### config.mk
export PLATFORM = sky130hd
export DESIGN_NAME = clk_div_prog
export DESIGN_NICKNAME = d
export VERILOG_FILES = /design/src/rtl/clk_div_prog.sv
export SDC_FILE = /design/constraint.sdc
export NUM_CORES = 1
export LEC_CHECK = 0
export CAP_MARGIN = 30
export CORE_UTILIZATION = 54
export CTS_BUF_LIST = sky130_fd_sc_hd__clkbuf_16
export DETAILED_ROUTE_END_ITERATION = 10
export PLACE_DENSITY = 0.84
export SLEW_MARGIN = 25
export SYNTH_ARGS = -nofsm -noshare
export SYNTH_HDL_FRONTEND = slang
export SYNTH_SLANG_ARGS = --single-unit
### constraint.sdc
create_clock -name fin -period 2.9 [get_ports fin]
set_clock_uncertainty 0.1 [all_clocks]
set_input_delay 0.87 -clock fin [delete_from_list [all_inputs] [get_ports fin]]
set_output_delay 0.87 -clock fin [all_outputs]
set_load 0.01 [all_outputs]
### src/rtl/clk_div_prog.sv
// clk_div_prog: runtime-programmable integer clock divider.
//
// Divides the input clock fin by N = div_val (1..2^W-1). A new divisor is
// loaded only at terminal count, so a ratio change never cuts a period short
// and never produces a runt pulse. div_val = 0 stops the divider at the end
// of the current period.
//
// Ports:
//   fin      in   input clock; all state updates on posedge fin
//   rst      in   asynchronous active-high reset
//   en       in   divider enable (synchronous to fin)
//   div_val  in   [W] requested divisor, 0 = stop (synchronous to fin)
//   fout     out  registered divided clock, high while cnt < ceil(act/2)
//   tick     out  registered one-cycle strobe in the last cycle of a period
//   running  out  high while the divider is in the run state
//   div_cur  out  [W] divisor currently in effect

module clk_div_prog #(
  parameter int unsigned W         = 8,
  parameter int unsigned RESET_DIV = 2
) (
  input  logic         fin,
  input  logic         rst,
  input  logic         en,
  input  logic [W-1:0] div_val,
  output logic         fout,
  output logic         tick,
  output logic         running,
  output logic [W-1:0] div_cur
);

  typedef enum logic [0:0] {
    StIdle,
    StRun
  } state_e;

  state_e       state_q, state_d;
  logic [W-1:0] cnt_q, cnt_d;
  logic [W-1:0] act_q, act_d;
  logic         fout_q, fout_d;
  logic         tick_q, tick_d;

  logic [W-1:0] cnt_inc;
  logic [W-1:0] act_m1;
  logic [W:0]   half;

  // act >= 1 whenever running, so act - 1 never wraps in the run state.
  assign cnt_inc = cnt_q + {{(W-1){1'b0}}, 1'b1};
  assign act_m1  = act_q - {{(W-1){1'b0}}, 1'b1};
  // ceil(act/2) computed one bit wider so act = 2^W-1 does not wrap to 0.
  assign half    = ({1'b0, act_q} + {{W{1'b0}}, 1'b1}) >> 1;

  always_comb begin
    state_d = state_q;
    cnt_d   = cnt_q;
    act_d   = act_q;
    fout_d  = fout_q;
    tick_d  = tick_q;

    case (state_q)
      StIdle: begin
        cnt_d  = '0;
        fout_d = 1'b0;
        tick_d = 1'b0;
        act_d  = div_val;
        if (en && (div_val != '0)) begin
          state_d = StRun;
          fout_d  = 1'b1;
          tick_d  = (div_val == {{(W-1){1'b0}}, 1'b1});
        end
      end

      StRun: begin
        if (!en) begin
          // Abandon the partial period.
          state_d = StIdle;
          cnt_d   = '0;
          fout_d  = 1'b0;
          tick_d  = 1'b0;
        end else if (cnt_q == act_m1) begin
          // Terminal count: the only point where a new divisor is accepted.
          cnt_d = '0;
          act_d = div_val;
          if (div_val == '0) begin
            state_d = StIdle;
            fout_d  = 1'b0;
            tick_d  = 1'b0;
          end else begin
            fout_d = 1'b1;
            tick_d = (div_val == {{(W-1){1'b0}}, 1'b1});
          end
        end else begin
          cnt_d  = cnt_inc;
          fout_d = ({1'b0, cnt_inc} < half);
          tick_d = (cnt_inc == act_m1);
        end
      end

      default: begin
        state_d = StIdle;
        cnt_d   = '0;
        fout_d  = 1'b0;
        tick_d  = 1'b0;
      end
    endcase
  end

  always_ff @(posedge fin or posedge rst) begin
    if (rst) begin
      state_q <= StIdle;
      cnt_q   <= '0;
      act_q   <= W'(RESET_DIV);
      fout_q  <= 1'b0;
      tick_q  <= 1'b0;
    end else begin
      state_q <= state_d;
      cnt_q   <= cnt_d;
      act_q   <= act_d;
      fout_q  <= fout_d;
      tick_q  <= tick_d;
    end
  end

  assign fout    = fout_q;
  assign tick    = tick_q;
  assign running = (state_q == StRun);
  assign div_cur = act_q;

endmodule

## Word-level counts from Yosys, hierarchy flattened

Cells that the tools add are included.

- Register bits after elaboration: 19
- Bits of input ports: 11
- Output and inout bits: 11
- Word-level logic and storage cells: 38

- Add/sub/neg operators: 3
- $lt $le $gt $ge: 1
- Equality and inequality tests: 5
- Muxes and demuxes: 19
- Bitwise operators: 1
- Reductions and logical operators: 4

Operator list:

| cell | count |
|---|---|
| 8-bit two-way mux | 4 |
| 8-bit case mux with 2 select lines | 2 |
| 8-bit equality test | 2 |
| 1-bit two-way mux | 10 |
| 8-bit by 1-bit adder with 9-bit output (second input constant) | 1 |
| 8-bit by 1-bit adder with 8-bit output (second input constant) | 1 |
| 8-bit by 1-bit equality test with 1-bit output (second input constant) | 1 |
| 8-bit zero test | 1 |
| 8-bit less-than comparator | 1 |
| 8-bit nonzero test | 1 |
| 8-bit by 1-bit subtractor with 8-bit output (second input constant) | 1 |
| 1-bit case mux with 2 select lines | 3 |
| 2-bit by 1-bit != test with 1-bit output (second input constant) | 1 |
| 2-bit != test (second input constant) | 1 |
| 2-bit AND reduction | 1 |
| 1-bit logical AND | 1 |
| 1-bit NOT | 1 |

## Longest topological paths before layout

Gate-level depths: netlist of run 1.

- Depth in word-level cells: 5
- Mapped depth: 11
- Depth with buffers taken out: 11

## Worst setup path before layout of run 1

No wires, ideal clock.

- Kind: reg-to-reg
- Start point: register act_q[1] (netlist: div_cur[1])
- End point: register act_q[0] (netlist: div_cur[0])
- Setup time: 0.125 ns
- Arrival: 2.322 ns
- Required time: 2.675 ns
- Path slack: 0.353 ns
- Stages on the path, launching flop included: 9
- Path buffers: 0
- Clock period less this slack: 2.547 ns
- Cells stage by stage: dfstp_2 inv_1 ha_1 xor2_1 nand2_1 nor4b_1 nand3_1 o21ai_2 mux2_2

- Word-level cells in the longest chain between the ends: 4

RTL lines:

| item | line | RTL |
|---|---|---|
| start, declared | 39 | `logic [W-1:0] act_q, act_d;` |
| start signal, assigned | 112 | `act_q <= W'(RESET_DIV);` |
| start signal, assigned | 118 | `act_q <= act_d;` |
| 8-bit by 1-bit subtractor with 8-bit output | 49 | `assign act_m1 = act_q - {{(W-1){1'b0}}, 1'b1};` |
| 8-bit equality test | 80 | `end else if (cnt_q == act_m1) begin` |
| 2-bit by 1-bit != test with 1-bit output (no line) | -- |  |
| 2-bit AND reduction (no line) | -- |  |

Every way passes these cells.
A chain may end at the register's enable or synchronous reset.

## Worst setup path in the final report of run 1

- Start point: register act_q[1] (netlist: div_cur[1])
- End point: register act_q[6] (netlist: div_cur[6])

Same word-level chain as after synthesis.

==> results of run 1 <==
-- critical path, cell delays in order (launching register included) --
cell and delay (ns):
dfstp_2 0.59, inv_1 0.07, ha_1 0.20, xnor2_1 0.31, xnor2_1 0.13, nor4b_2 0.29
nand3_1 0.18, o21ai_4 0.31, mux2_2 0.38
-- power by group --
group	total (W)	internal [W]	switching, W	leakage, nW
clock network	0.000285	0.000185	0.000100	0.0409
logic	0.000310	0.000166	0.000145	0.489
registers	0.000338	0.000289	0.0000491	0.239
total	0.000934	0.000640	0.000294	0.769
-- cell usage after synthesis (2+ instances only) --
master	number
clkbuf_1	4
nor3_1	5
ha_1	10
xor2_1	10
nor2_1	14
nand2_1	13
mux2i_1	2
o21ai_0	3
nand3_1	8
mux2_2	8
inv_1	11
xnor3_1	2
nand4_1	4
xnor2_1	24
dfrtp_1	18
-- layout by cell type, fill, tap and decap left out --
cell type / instances
nor4b_2: 1
or4_1: 1
xnor2_1: 24
clkdlybuf4s50_1: 21
inv_1: 11
a211oi_1: 1
mux2i_1: 2
nand4_1: 4
clkbuf_16: 3
nand2b_1: 1
nor4_4: 1
nor3b_2: 1
nand2_1: 13
nor4_1: 1
o21ai_4: 1
xor2_1: 10
a21oi_1: 1
dfrtp_1: 18
dfstp_2: 1
a21boi_0: 1
o31ai_1: 1
xnor3_1: 2
or4_4: 1
nor3_1: 5
ha_1: 10
buf_4: 1
nand3_1: 8
clkinv_2: 1
nor2_1: 14
nor3b_1: 1
o21ai_0: 3
mux2_2: 8
-- final timing paths --
kind,to,slack (ns),depth (start not counted)
setup / recovery,div_cur[6]$_DFFE_PP0P_,0.23,8
hold / removal,cnt_q[0]$_DFF_PP0_,0.47,1
setup reg to reg,div_cur[6]$_DFFE_PP0P_,0.23,8
hold reg to reg,cnt_q[0]$_DFF_PP0_,0.47,1
max in group asynchronous,cnt_q[6]$_DFF_PP0_,1.27,2
min in group asynchronous,div_cur[2]$_DFFE_PP0P_,0.95,2
-- timing repair --
action / in CTS / in global routing
gates resized for setup: 0 / 2
hold buffers: 0 / 0
endpoints found under the setup margin: 0 / 8
-- metal layers --
metal  up-vias  share of wire  GRT usage
met4         0          0.020     0.0965
met3         9          0.047     0.0452
met1       548           0.43      0.298
li1        547              -          -
met5         -              0          0
met2        39           0.51      0.434
-- registers in the layout (all words and copies together) (netlist names) --
| register | cells |
|---|---|
| cnt_q | 8 |
| div_cur | 8 |
| fout | 1 |
| running | 1 |
| tick | 1 |
-- kinds of logic after synthesis --
kind of cell,share of synthesized area
xor gates and xnor gates,0.236
adders and majority gates,0.0862
DFF,0.328
and+or+nand+nor,0.188
muxes,0.0759
AOI/OAI and AO/OA,0.0353
buffers and inverters,0.0500
-- final cells by class --
cell class,count,area [um^2],share of cell area
Tap cell,30,37.5,0.0212
Multi-Input combinational cell,116,916,0.518
Sequential cell,19,477,0.269
Clock inverter,1,5.00,0.00283
Clock buffer,3,75.1,0.0424
Inverter,11,41.3,0.0233
Timing Repair Buffer,22,218,0.123
-- through the flow --
stage / total power, W / cells / instance area, um^2
after CTS: 0.000930 / 202 / 1760
after global placement: 0.000628 / 198 / 1680
after detailed placement: 0.000641 / 198 / 1680
after global routing: 0.000980 / 202 / 1770
final: 0.000934 / 202 / 1770
after floorplan: 0.000547 / 152 / 1450
==> results.md, run 1 <==
* MaxCap Viol Count at 0
* Most area-consuming cells after synthesis: dfrtp_1 31%, xnor2_1 14%, ha_1 8.6%
* Floorplan die area at 0.00290 mm^2
* Area fraction of the dominant cell type after synthesis at 0.310
* Post-CTS setup repair buffer count at 0
* RSZ-0062 raised after global routing: no
* Via count of the first global-routing pass at 1,134
* Critical hold path startpoint: cnt_q[0]$_DFF_PP0_
* Routed wirelength normalized by instance count at 15.8 um
* Critical path capture point type: register
* Async set-reset flop share out of synthesis at 1.00
* Nets at 194
* Fraction of layout instances using a drive strength above 1 at 0.110
* P&R area growth vs syn at 21.9%
* Crit Path Category: reg -> reg
* Total number of yosys warnings at 0
* TNS Setup at 0 ns
* Number of levels in the clock H-tree at 1
* Maximum number of buffers from clock root to sink at 2
* GRT Util Overall at 0.249
* Via count at 1,143
* TritonCTS clock tree: done
* Worst Setup Slack, final at 0.226 ns
* Clock transition time at the flip-flop clock pins of the worst setup and hold paths at 0.06 ns
* Worst hold slack after final layout at 0.473 ns
* Maximum fanout count along the critical path at 8
* Clock latency reported for the late side of the worst-skew pair at 0.25 ns
* Utilization after layout at 0.708
* Clock Tree Root: clkbuf_16
* Final weighted congestion in routability-driven placement at 0.828
* DP HPWL at 2380 um
* Number of storage elements in the synthesis netlist at 19
* Worst slew slack as a fraction of its limit at 0.493
* Sequential-to-total area share from yosys stat at 0.328
* Post-Synthesis Net Count at 173
* Pre-Repair DR Iteration Count at 4
* # IOs at 22
* Global-route wire length before repair at 4980 um
* Sink count of the clock tree at 19
* Result of the run: completed
* Final hold violations at 0
* Final setup fails at 0
* Worst IR drop on VDD at 367 uV
* Count of flip-flops with a built-in enable after synthesis at 0
* Overflow after GRT at 0
* Detailed-route DRC error count at 0
* # port buffers at 21
* Synth Instances at 152
* Standard-cell rows at 18
* Cell taking the most area after synthesis: dfrtp_1
* Worst setup timing slack at the placement stage at 0.0930 ns
* Mean cell area of the mapped netlist at 9.55 um^2
* Number of max-slew violations in the final report at 0
* Die Y at 53.8 um
* Core box area at 0.00250 mm^2
* Netlist cell types at 31
* Tightest Pin Transition at 0.759 ns
* Startpoint of the most critical setup path: div_cur[1]$_DFFE_PP1P_
* Total power density per cell area at 528 mW/mm^2
* Area of the mapped netlist at 0.00145 mm^2
* Vias/cell at 5.66
* CP arrival at 2.71 ns
* Maximum frequency from static timing analysis at 374 MHz
* Type of element launching the critical path: register
* Die width at 53.8 um
* Leading register cell type out of synthesis: dfrtp_1
* Min Tclk post-route at 2.67 ns
* Initial core utilization at 0.581
* Diode insertion count for antenna repair at 0
* Reg-to-reg startpoint: div_cur[1]$_DFFE_PP1P_
* Required @ worst endpoint at 2.94 ns
* Number of buffers created by CTS at 3
* Initial antenna violation count at 0
* Count of routing violations after the opening detailed-route iteration at 35
* # fillers at 187
* Antenna Violating Nets Remaining at 0
* Ratio of final minimum period to clock period at 0.922
* Standby leakage power at 0.769 nW
* Type of the most critical hold path: reg -> reg
* Total routed wirelength at 3190 um
* Pin count of the biggest net entering global routing at 20
(Power assumes the default switching activity.)
==> run 2: changes to the inputs <==
==> constraint.sdc (replaced) <==
create_clock -name fin -period 2.9 [get_ports fin]
set_clock_uncertainty 0.1 [all_clocks]
set_input_delay 0.87 -clock fin [delete_from_list [all_inputs] [get_ports fin]]
set_output_delay 0.87 -clock fin [all_outputs]
set_load 0.005 [all_outputs]
==> results of run 2 <==
The final DEF is identical to that of run 1. Status: completed.
Among the figures that moved: total power 0.000934 W -> 0.000925 W; worst IR drop on VDD 367 uV -> 361 uV
